$ cat config.mk
export PLATFORM = sky130hd
export DESIGN_NAME = alu_muldiv_seq
export DESIGN_NICKNAME = d
export VERILOG_FILES = /design/src/rtl/alu_muldiv_seq.sv
export SDC_FILE = /design/constraint.sdc
export NUM_CORES = 1
export LEC_CHECK = 0
export CAP_MARGIN = 30
export CORE_MARGIN = 5
export CORE_UTILIZATION = 48
export CTS_CLUSTER_DIAMETER = 60
export DETAILED_ROUTE_END_ITERATION = 12
export PLACE_DENSITY_LB_ADDON = 0.25
export SLEW_MARGIN = 20
export SYNTH_ARGS = -nofsm -noshare
export SYNTH_HDL_FRONTEND = slang
export SYNTH_SLANG_ARGS = --single-unit
$ cat constraint.sdc
create_clock -name clk -period 3.6 [get_ports clk]
set_clock_uncertainty 0.1 [all_clocks]
set_input_delay 0.9 -clock clk [delete_from_list [all_inputs] [get_ports clk]]
set_output_delay 0.9 -clock clk [all_outputs]
set_load 0.01 [all_outputs]
$ cat src/rtl/alu_muldiv_seq.sv
// -----------------------------------------------------------------------------
// alu_muldiv_seq
//   Multi-cycle radix-2 multiply/divide engine feeding the HI/LO register stage.
//   One shift-add (multiply) or restoring shift-subtract (divide) step per clock.
//   The pipeline stalls while busy is high and writes HI/LO on the done pulse.
//
// Ports
//   clk     : clock, rising edge
//   rst_n   : asynchronous active-low reset
//   start   : operation request, sampled only in IDLE or DONE
//   flush   : synchronous abort of the operation in flight
//   func    : operation code; only MULU/MULS/DIVU/DIVS are accepted
//   data1   : multiplicand / dividend (rs)
//   data2   : multiplier / divisor (rt)
//   busy    : operation in flight (RUN or FIX)
//   done    : one-cycle pulse, res_hi/res_lo valid
//   res_hi  : product[2W-1:W] or remainder
//   res_lo  : product[W-1:0] or quotient
// -----------------------------------------------------------------------------
module alu_muldiv_seq #(
   parameter int DATA_W  = 32,
   parameter int COUNT_W = $clog2(DATA_W) + 1
) (
   input  logic              clk,
   input  logic              rst_n,
   input  logic              start,
   input  logic              flush,
   input  logic [3:0]        func,
   input  logic [DATA_W-1:0] data1,
   input  logic [DATA_W-1:0] data2,
   output logic              busy,
   output logic              done,
   output logic [DATA_W-1:0] res_hi,
   output logic [DATA_W-1:0] res_lo
);

   localparam logic [3:0] FUNC_MULU = 4'h8;
   localparam logic [3:0] FUNC_MULS = 4'h9;
   localparam logic [3:0] FUNC_DIVU = 4'hA;
   localparam logic [3:0] FUNC_DIVS = 4'hB;

   localparam logic [COUNT_W-1:0] COUNT_INIT = COUNT_W'(DATA_W);
   localparam logic [COUNT_W-1:0] COUNT_LAST = COUNT_W'(1);

   typedef enum logic [1:0] {
      ST_IDLE = 2'd0,
      ST_RUN  = 2'd1,
      ST_FIX  = 2'd2,
      ST_DONE = 2'd3
   } state_t;

   state_t              state_reg;
   state_t              state_next;
   logic [COUNT_W-1:0]  count_reg;
   logic                is_div_reg;
   logic                neg_a_reg;
   logic                neg_b_reg;
   logic                div_zero_reg;
   logic [DATA_W-1:0]   b_reg;
   logic [DATA_W-1:0]   acc_hi_reg;
   logic [DATA_W-1:0]   acc_lo_reg;
   logic [DATA_W-1:0]   res_hi_reg;
   logic [DATA_W-1:0]   res_lo_reg;

   // Request decode
   logic                func_is_mul;
   logic                func_is_div;
   logic                func_is_signed;
   logic                accept;
   logic                neg_a_next;
   logic                neg_b_next;
   logic [DATA_W-1:0]   mag_a_next;
   logic [DATA_W-1:0]   mag_b_next;

   // Iteration and sign-fix datapath
   logic [DATA_W:0]     mul_sum;
   logic [DATA_W:0]     div_shift;
   logic [DATA_W:0]     div_diff;
   logic                div_ge;
   logic [DATA_W-1:0]   step_hi;
   logic [DATA_W-1:0]   step_lo;
   logic [2*DATA_W-1:0] prod_raw;
   logic [DATA_W-1:0]   fix_hi;
   logic [DATA_W-1:0]   fix_lo;

   assign func_is_mul    = (func == FUNC_MULU) || (func == FUNC_MULS);
   assign func_is_div    = (func == FUNC_DIVU) || (func == FUNC_DIVS);
   assign func_is_signed = (func == FUNC_MULS) || (func == FUNC_DIVS);

   // flush outranks start, and start is only looked at when no operation is in flight
   assign accept = start && (func_is_mul || func_is_div) && !flush &&
                   ((state_reg == ST_IDLE) || (state_reg == ST_DONE));

   // Signed ops run on magnitudes; |MIN_INT| = 2^(W-1) still fits the unsigned datapath
   always_comb begin
      neg_a_next = func_is_signed && data1[DATA_W-1];
      neg_b_next = func_is_signed && data2[DATA_W-1];
      mag_a_next = neg_a_next ? (~data1 + 1'b1) : data1;
      mag_b_next = neg_b_next ? (~data2 + 1'b1) : data2;
   end

   // One iteration. Multiply: {acc_hi,acc_lo} holds {partial product, remaining multiplier}
   // and shifts right. Divide: acc_hi is the partial remainder, acc_lo shifts the dividend out
   // at the top and the quotient bits in at the bottom.
   always_comb begin
      mul_sum   = {1'b0, acc_hi_reg} + (acc_lo_reg[0] ? {1'b0, b_reg} : '0);
      div_shift = {acc_hi_reg, acc_lo_reg[DATA_W-1]};
      div_diff  = div_shift - {1'b0, b_reg};
      div_ge    = (div_shift >= {1'b0, b_reg});
      step_hi   = mul_sum[DATA_W:1];
      step_lo   = {mul_sum[0], acc_lo_reg[DATA_W-1:1]};
      if (is_div_reg) begin
         step_hi = div_ge ? div_diff[DATA_W-1:0] : div_shift[DATA_W-1:0];
         step_lo = {acc_lo_reg[DATA_W-2:0], div_ge};
      end
   end

   // Sign correction. The remainder follows the dividend's sign. A zero divisor makes the
   // restoring loop yield quotient=all ones and remainder=|data1|, so only the quotient needs
   // forcing; negating the remainder then restores the original data1.
   always_comb begin
      prod_raw = {acc_hi_reg, acc_lo_reg};
      if (neg_a_reg ^ neg_b_reg) begin
         prod_raw = ~prod_raw + 1'b1;
      end
      fix_hi = prod_raw[2*DATA_W-1:DATA_W];
      fix_lo = prod_raw[DATA_W-1:0];
      if (is_div_reg) begin
         fix_hi = neg_a_reg ? (~acc_hi_reg + 1'b1) : acc_hi_reg;
         if (div_zero_reg) begin
            fix_lo = '1;
         end else if (neg_a_reg ^ neg_b_reg) begin
            fix_lo = ~acc_lo_reg + 1'b1;
         end else begin
            fix_lo = acc_lo_reg;
         end
      end
   end

   // Datapath registers
   always_ff @(posedge clk or negedge rst_n) begin
      if (!rst_n) begin
         count_reg    <= '0;
         is_div_reg   <= 1'b0;
         neg_a_reg    <= 1'b0;
         neg_b_reg    <= 1'b0;
         div_zero_reg <= 1'b0;
         b_reg        <= '0;
         acc_hi_reg   <= '0;
         acc_lo_reg   <= '0;
         res_hi_reg   <= '0;
         res_lo_reg   <= '0;
      end else if (accept) begin
         count_reg    <= COUNT_INIT;
         is_div_reg   <= func_is_div;
         neg_a_reg    <= neg_a_next;
         neg_b_reg    <= neg_b_next;
         div_zero_reg <= (data2 == '0);
         b_reg        <= mag_b_next;
         acc_hi_reg   <= '0;
         acc_lo_reg   <= mag_a_next;
      end else if (state_reg == ST_RUN) begin
         count_reg    <= count_reg - 1'b1;
         acc_hi_reg   <= step_hi;
         acc_lo_reg   <= step_lo;
      end else if ((state_reg == ST_FIX) && !flush) begin
         // A flushed operation never reaches the result registers
         res_hi_reg   <= fix_hi;
         res_lo_reg   <= fix_lo;
      end
   end

   // FSM: state register
   always_ff @(posedge clk or negedge rst_n) begin
      if (!rst_n) begin
         state_reg <= ST_IDLE;
      end else begin
         state_reg <= state_next;
      end
   end

   // FSM: next state
   always_comb begin
      state_next = state_reg;
      case (state_reg)
         ST_IDLE: begin
            if (accept) state_next = ST_RUN;
         end
         ST_RUN: begin
            if (flush)                        state_next = ST_IDLE;
            else if (count_reg == COUNT_LAST) state_next = ST_FIX;
         end
         ST_FIX: begin
            state_next = flush ? ST_IDLE : ST_DONE;
         end
         ST_DONE: begin
            state_next = accept ? ST_RUN : ST_IDLE;
         end
         default: state_next = ST_IDLE;
      endcase
   end

   // FSM: outputs
   always_comb begin
      busy = 1'b0;
      done = 1'b0;
      case (state_reg)
         ST_RUN,
         ST_FIX:  busy = 1'b1;
         ST_DONE: done = 1'b1;
         default: begin
            busy = 1'b0;
            done = 1'b0;
         end
      endcase
   end

   assign res_hi = res_hi_reg;
   assign res_lo = res_lo_reg;

endmodule
==> Yosys cells after proc, flatten, opt, wreduce, memory -nomap -nowiden <==
Index checks and enable logic that the tools add are counted.
{ "word_totals": {"regBits": 172, "latchBits": 0, "ram_bits": 0, "rom_bits": 0, "in_bits": 72, "output_inout_bits": 66, "elab_cells": 82, "memories": 0} }
{ "op_classes": {"add_sub_neg": 8, "n_mul": 0, "div_mod_pow": 0, "order_cmp": 1, "eq_ne": 10, "shifts": 0, "n_mux": 26, "bitwise": 8, "reduce_logical": 18} }
{ "op_table": {"columns": ["cell", "count"], "rows": [
  ["2-to-1 mux 32 bit", 15],
  ["adder 32 x 1 -> 32 bit (second input constant)", 4],
  ["NOT 32 bit", 4],
  ["adder 64 x 1 -> 64 bit (second input constant)", 1],
  ["2-to-1 mux 64 bit", 1],
  ["NOT 64 bit", 1],
  ["adder 32 x 32 -> 33 bit", 1],
  [">= comparator 33 x 32 -> 1 bit", 1],
  ["logical NOT 32 bit", 1],
  ["subtractor 32 bit", 1],
  ["equality test 4 bit (second input constant)", 4],
  ["2-to-1 mux 6 bit", 2],
  ["2-to-1 mux 2 bit", 4],
  ["one-hot mux 2 bit (4 select lines)", 1],
  ["equality test 6 x 1 -> 1 bit (second input constant)", 1],
  ["logical AND 1 bit", 6],
  ["subtractor 6 x 1 -> 6 bit (second input constant)", 1],
  ["logical OR 1 bit", 5],
  ["equality test 2 bit (second input constant)", 2],
  ["2-to-1 mux 1 bit", 3],
  ["inequality test 3 x 2 -> 1 bit (second input constant)", 1],
  ["AND reduction 3 bit", 1],
  ["equality test 2 x 1 -> 1 bit (second input constant)", 1],
  ["logical NOT 2 bit", 1],
  ["7 further kinds", 8]
]} }

==> Depth between registers and ports, before layout <==
Gate-level depths: netlist of run 1.
{ "depth": {"word_depth": 8, "mapped_depth": 15, "mapped_depth_nobuf": 14} }

==> Worst setup path after synthesis of run 1 <==
OpenSTA, ideal clock, no wires.
{ "synth_timing": {"path_kind": "reg2reg", "start": "reg acc_lo_reg[0]", "end": "reg acc_hi_reg[30]", "setup_time_ps": 141, "arrival_ps": 2966, "t_required_ps": 3359, "path_slack_ps": 393, "path_stages_with_launch": 15, "path_buffers": 1, "period_less_slack_ps": 3207, "path_cell_list": "dfrtp_1 -> inv_1 -> clkbuf_1 -> nor2_1 -> ha_1 -> a21oi_1 -> a21oi_1 -> nand2b_1 -> a221oi_2 -> o21ai_0 -> a21boi_0 -> o21ai_0 -> a21oi_1 -> xor2_1 -> o221ai_1"} }
{ "synth_via": {"elab_chain_cells": 5} }
{ "synth_rtl": {"columns": ["element", "line_no", "source"], "rows": [
  ["start, declared", "61", "logic [DATA_W-1:0] acc_lo_reg;"],
  ["start signal, assigned", "161", "acc_lo_reg <= mag_a_next;"],
  ["start signal, assigned", "165", "acc_lo_reg <= step_lo;"],
  ["2-to-1 mux 32 bit", "106", "mul_sum = {1'b0, acc_hi_reg} + (acc_lo_reg[0] ? {1'b0, b_reg} : '0);"],
  ["adder 32 x 32 -> 33 bit", "106", null],
  ["2-to-1 mux 32 bit", "112", "if (is_div_reg) begin"],
  ["2-to-1 mux 32 bit", "162", "end else if (state_reg == ST_RUN) begin"],
  ["2-to-1 mux 32 bit", "153", "end else if (accept) begin"],
  ["end signal, assigned", "164", "acc_hi_reg <= step_hi;"],
  ["end, declared", "60", "logic [DATA_W-1:0] acc_hi_reg;"]
]} }
Every way passes these cells. The select of a mux whose other input is x is not followed.
A chain may end at the register's enable or synchronous reset.

==> Final worst setup path of run 1 <==
{ "layout_timing": {"start": "reg acc_lo_reg[0]", "end": "reg acc_hi_reg[28]"} }
The elaborated chain is that of the path after synthesis.

==> results of run 1 <==
-- final cells by class --
type                    instances  area (µm²)
fillers                      2638       11900
multi-input cells            1456        9250
flip-flops and latches        172        4310
repair buffers                233        2170
well taps                     384         480
clock buffers                  17         425
inverters                      69         263
clock inverters                15         188
-- placed cells by master (no fill, tap or decap), drive strengths merged, types with 9 or more instances in the layout --
| master | n |
|---|---|
| a211oi | 10 |
| a21o | 24 |
| a21oi | 159 |
| a31oi | 21 |
| and2 | 9 |
| buf | 97 |
| clkbuf | 17 |
| clkdlybuf4s50 | 136 |
| dfrtp | 172 |
| ha | 75 |
| inv | 74 |
| mux2i | 43 |
| nand2 | 211 |
| nand2b | 12 |
| nand3 | 32 |
| nand4 | 14 |
| nor2 | 187 |
| nor2b | 10 |
| nor3 | 40 |
| nor4 | 22 |
| o211ai | 41 |
| o21ai | 207 |
| o31ai | 27 |
| o41ai | 9 |
| or3 | 13 |
| xnor2 | 102 |
| xor2 | 75 |
-- worst max path at each step --
stage | from | to | slack [ns] | depth (start not counted)
CTS | acc_lo_reg[0] | acc_hi_reg[29] | 0.01 | 14
detailed placement | data2[8] | b_reg[26] | -0.00005 | 11
floorplan | acc_lo_reg[0] | acc_hi_reg[30] | 0.39 | 14
finish | acc_lo_reg[0] | acc_hi_reg[28] | 0.18 | 14
global placement | data2[8] | b_reg[25] | 0.08 | 9
global route | acc_lo_reg[0] | acc_hi_reg[28] | -0.02 | 16
-- through the flow --
step	setup TNS, ns	hold slack (ns)	power (mW)	utilization [%]	cells
finish	0	0.278	19.3	59.0	2346
global route	-0.0648	0.343	20.8	59.0	2346
CTS	0	0.328	18.9	58.7	2342
detailed placement	-0.0000511	0.364	16.8	56.6	2310
global placement	0	0.351	16.7	56.6	2310
floorplan	0	0.350	12.2	-	1809
-- where the power goes --
part / switching (mW) / internal, mW / leakage, nW
registers: 1.04 / 2.87 / 2.06
logic: 7.65 / 5.79 / 4.75
clock network: 1.01 / 0.951 / 0.294
total: 9.70 / 9.61 / 7.10
-- cells in the mapped netlist, types with 10 or more instances --
cell type                  count  share of area [%]
sky130_fd_sc_hd__nor2b_1      10               0.44
sky130_fd_sc_hd__mux2i_1      43                3.0
sky130_fd_sc_hd__a21oi_1     158                5.6
sky130_fd_sc_hd__xnor2_1     102                6.3
sky130_fd_sc_hd__a31oi_1      21               0.93
sky130_fd_sc_hd__nand4_1      13               0.57
sky130_fd_sc_hd__dfrtp_1     172                 30
sky130_fd_sc_hd__clkbuf_1     98                2.6
sky130_fd_sc_hd__nand2b_1     12               0.53
sky130_fd_sc_hd__o31ai_1      26                1.4
sky130_fd_sc_hd__nor4_1       19               0.84
sky130_fd_sc_hd__a211oi_1     10               0.53
sky130_fd_sc_hd__o211ai_1     41                2.2
sky130_fd_sc_hd__inv_1        69                1.8
sky130_fd_sc_hd__o21ai_0     201                7.1
sky130_fd_sc_hd__xor2_1       75                4.6
sky130_fd_sc_hd__nor3_1       38                1.3
sky130_fd_sc_hd__nand2_1     211                5.6
sky130_fd_sc_hd__a21o_1       24                1.3
sky130_fd_sc_hd__or3_1        13               0.57
sky130_fd_sc_hd__nor2_1      186                4.9
sky130_fd_sc_hd__nand3_1      31                1.1
sky130_fd_sc_hd__ha_1         75                6.6
-- worst register-to-register path: stages, from the launching register on --
cell and delay [ns]:
sky130_fd_sc_hd__dfrtp_2 0.44, sky130_fd_sc_hd__clkinvlp_4 0.20, sky130_fd_sc_hd__nor2_1 0.17, sky130_fd_sc_hd__ha_1 0.25, sky130_fd_sc_hd__a211o_1 0.14, sky130_fd_sc_hd__o211ai_1 0.08, sky130_fd_sc_hd__a21oi_1 0.37, sky130_fd_sc_hd__a221oi_2 0.14
sky130_fd_sc_hd__o21ai_0 0.32, sky130_fd_sc_hd__o21ai_1 0.16, sky130_fd_sc_hd__o41ai_1 0.40, sky130_fd_sc_hd__buf_4 0.19, sky130_fd_sc_hd__nor4b_1 0.24, sky130_fd_sc_hd__nor3_1 0.08, sky130_fd_sc_hd__o21ai_0 0.07
-- repair_timing --
item,CTS,global route
setup endpoints to repair,0,13
buffers inserted,0,4
resized for setup,0,17
hold buffers,0,0
-- routing by layer --
layer  vias up  share of wire [%]  routed length, µm
met5         -                  0                  0
li1       6705                  -                  -
met1      6597                 47              21100
met3        64                9.3               4150
met2       629                 42              18500
met4         0                1.7                769
-- cells by family after synthesis --
family / share of synthesized area, %
AO/OA/AOI/OAI: 23.9
XOR/XNOR: 11.0
adder cells (fa/ha/maj): 6.91
buffers and inverters: 4.99
flip-flops: 30.4
multiplexers: 3.36
AND/OR/NAND/NOR: 19.5
==> reports/summary.md, run 1 <==
In this run, synthesis produced a sequential element count of 172. The die covers 33000 µm². For this run, the number of Yosys warnings is 0. Clock latency on the worst-skew pair, taken at its later pin, is 0.45 ns. Compared with the post-synthesis result, the final layout area differs by 20.7%. The largest individual stage delay along the critical path comes from the cell sky130_fd_sc_hd__dfrtp_2. The net count of the finished layout is 2098. The endpoint arrival time on the critical path is 3.69 ns.

The tools report the kind of launch point of the worst setup path as a flop. The run gives 48.9% as the initial core utilization. The die is 182 µm tall. The first global-routing pass estimated 70.5 mm of wire. The logs give 0 for the final routed DRC violation total and 172 for the number of sinks handled by clock tree synthesis.

The total power divided by cell area was 1130 nW/µm²; the count of pins on the block boundary was 138. Clock root buffer master: sky130_fd_sc_hd__clkbuf_16. Number of placement rows: 62. TritonCTS built the clock tree. After clock tree synthesis, the clock-pin slew on the worst setup and hold paths is 0.09 ns. The final period demand of the worst path is 3.42 ns. The least setup slack across all paths after layout came out at 0.177 ns.

Setup violations remaining at the end of the flow were counted as 0. For the number of global-route vias before repair, the log shows 12.9k. Counting every net in the synthesized netlist gives 1958. Once detail routing completed, the nets flagged for antenna violations numbered 0. The tools report the initial antenna violation count as 0. The logs give 0 for the final antenna diode count and 50.6% for the worst max-slew margin expressed relative to the limit. The prevailing post-synth register cell was sky130_fd_sc_hd__dfrtp_1.

The average instance in the mapped netlist occupies 7.82 µm². The run gives 0 as the hold violation count in the final report. The pre-CTS worst setup slack is -0.0000511 ns, and the met3 usage is 5.46%. The flow ran to the end, and the final reports show no timing, DRC or antenna violations.

For this block, the initial DRC count from the detailed router was 1508. Synthesis produced 1809 cells. The analysis attributes to cell leakage a power of 7.10 nW.

In the global route stage, met2 resource usage came out at 37.2%. The overall overflow remaining after global route was 0; the width of the chip was 182 µm. The critical-path maximum fanout was 8; the fraction of synthesis flops using an asynchronous set or reset pin was 100%. The worst setup path is of the reg -> reg kind. The largest net degree at the start of global routing came out at 77. The slew at the pin closest to its max-slew limit was 0.741 ns. The maximum clock rate is 292 MHz. The synthesized area was 14200 µm²; the via-per-instance ratio was 5.97. In this run, synthesis inferred 0 flip-flops with an integrated enable.

The total placed instance area was 16400 µm². The sequential cell area fraction in the yosys report was 30.4%; the number of buffers added on ports was 137. The tools report the total wire length after detailed routing as 44.5 mm. IR analysis of the VDD net gives a maximum drop of 647 µV. The critical path goes through clkinvlp_4, nor2_1, ha_1, a211o_1, o211ai_1, a21oi_1, a221oi_2, o21ai_0, o21ai_1, o41ai_1, buf_4, nor4b_1, nor3_1, o21ai_0. STA classifies the critical path endpoint as a flop. The cell type with the highest occurrence count on the critical path was sky130_fd_sc_hd__o21ai_0.

The final RePlAce weighted congestion was 0.998. The count of buffering cells on the critical path with inverters included came out at 2. STA puts the critical path data required time at 3.86 ns. The worst hold path belongs to the class in -> async. Global routing used 40.6% of the available met1 tracks. The worst register-to-register path has a setup slack of 0.18 ns. In the final routed layout, each cell accounts on average for 19.0 µm. The detailed router placed 14.0k vias in this run.

The final worst-path cycle share was 95.1%. Among cell families on the critical path, the largest total delay comes from compound AO/OA/AOI/OAI gates. The worst register-to-register path ends at acc_hi_reg[28].

The clock passes through at most 2 buffers. For this run, the slowest stage of the critical path takes 0.44 ns. Clock tree synthesis inserted a total of 17 buffers. The tools report the number of unique standard cell types used by synthesis as 79. Measured in cells, the most critical reg-to-reg path has a length of 14. The H-tree generated during clock tree synthesis spans 4 levels. The worst register-to-register path begins at acc_lo_reg[0]. The most crowded layer after global routing is met1.

The count of pins over their slew limit is 0. Global routing consumed, over all layers together, 26.2% of the routing resources. Once detailed placement completed, the half-perimeter wirelength came to 34.4 mm. Summing all non-filler instances in the final layout gives an area of 17100 µm². The fraction of final layout cells with drive strength greater than 1 came out at 9.23%. Max-cap violations in this run came to 0. Number of optimization iterations in the first detailed-route pass: 5.

The core area is 28900 µm².
No activity file was read; power rests on OpenSTA's default activity.
==> inputs of run 2 (changes only) <==
--- a/config.mk
+++ b/config.mk
@@ -13,2 +13,3 @@
 export PLACE_DENSITY_LB_ADDON = 0.25
+export SKIP_LAST_GASP = 1
 export SLEW_MARGIN = 20
--- a/constraint.sdc
+++ b/constraint.sdc
@@ -4,2 +4,2 @@
 set_output_delay 0.9 -clock clk [all_outputs]
-set_load 0.01 [all_outputs]
+set_load 0.005 [all_outputs]
==> results of run 2 <==
Same layout as run 1 (identical final DEF). Status: completed.
Main changes from that run: total power 19.3 mW -> 19.2 mW
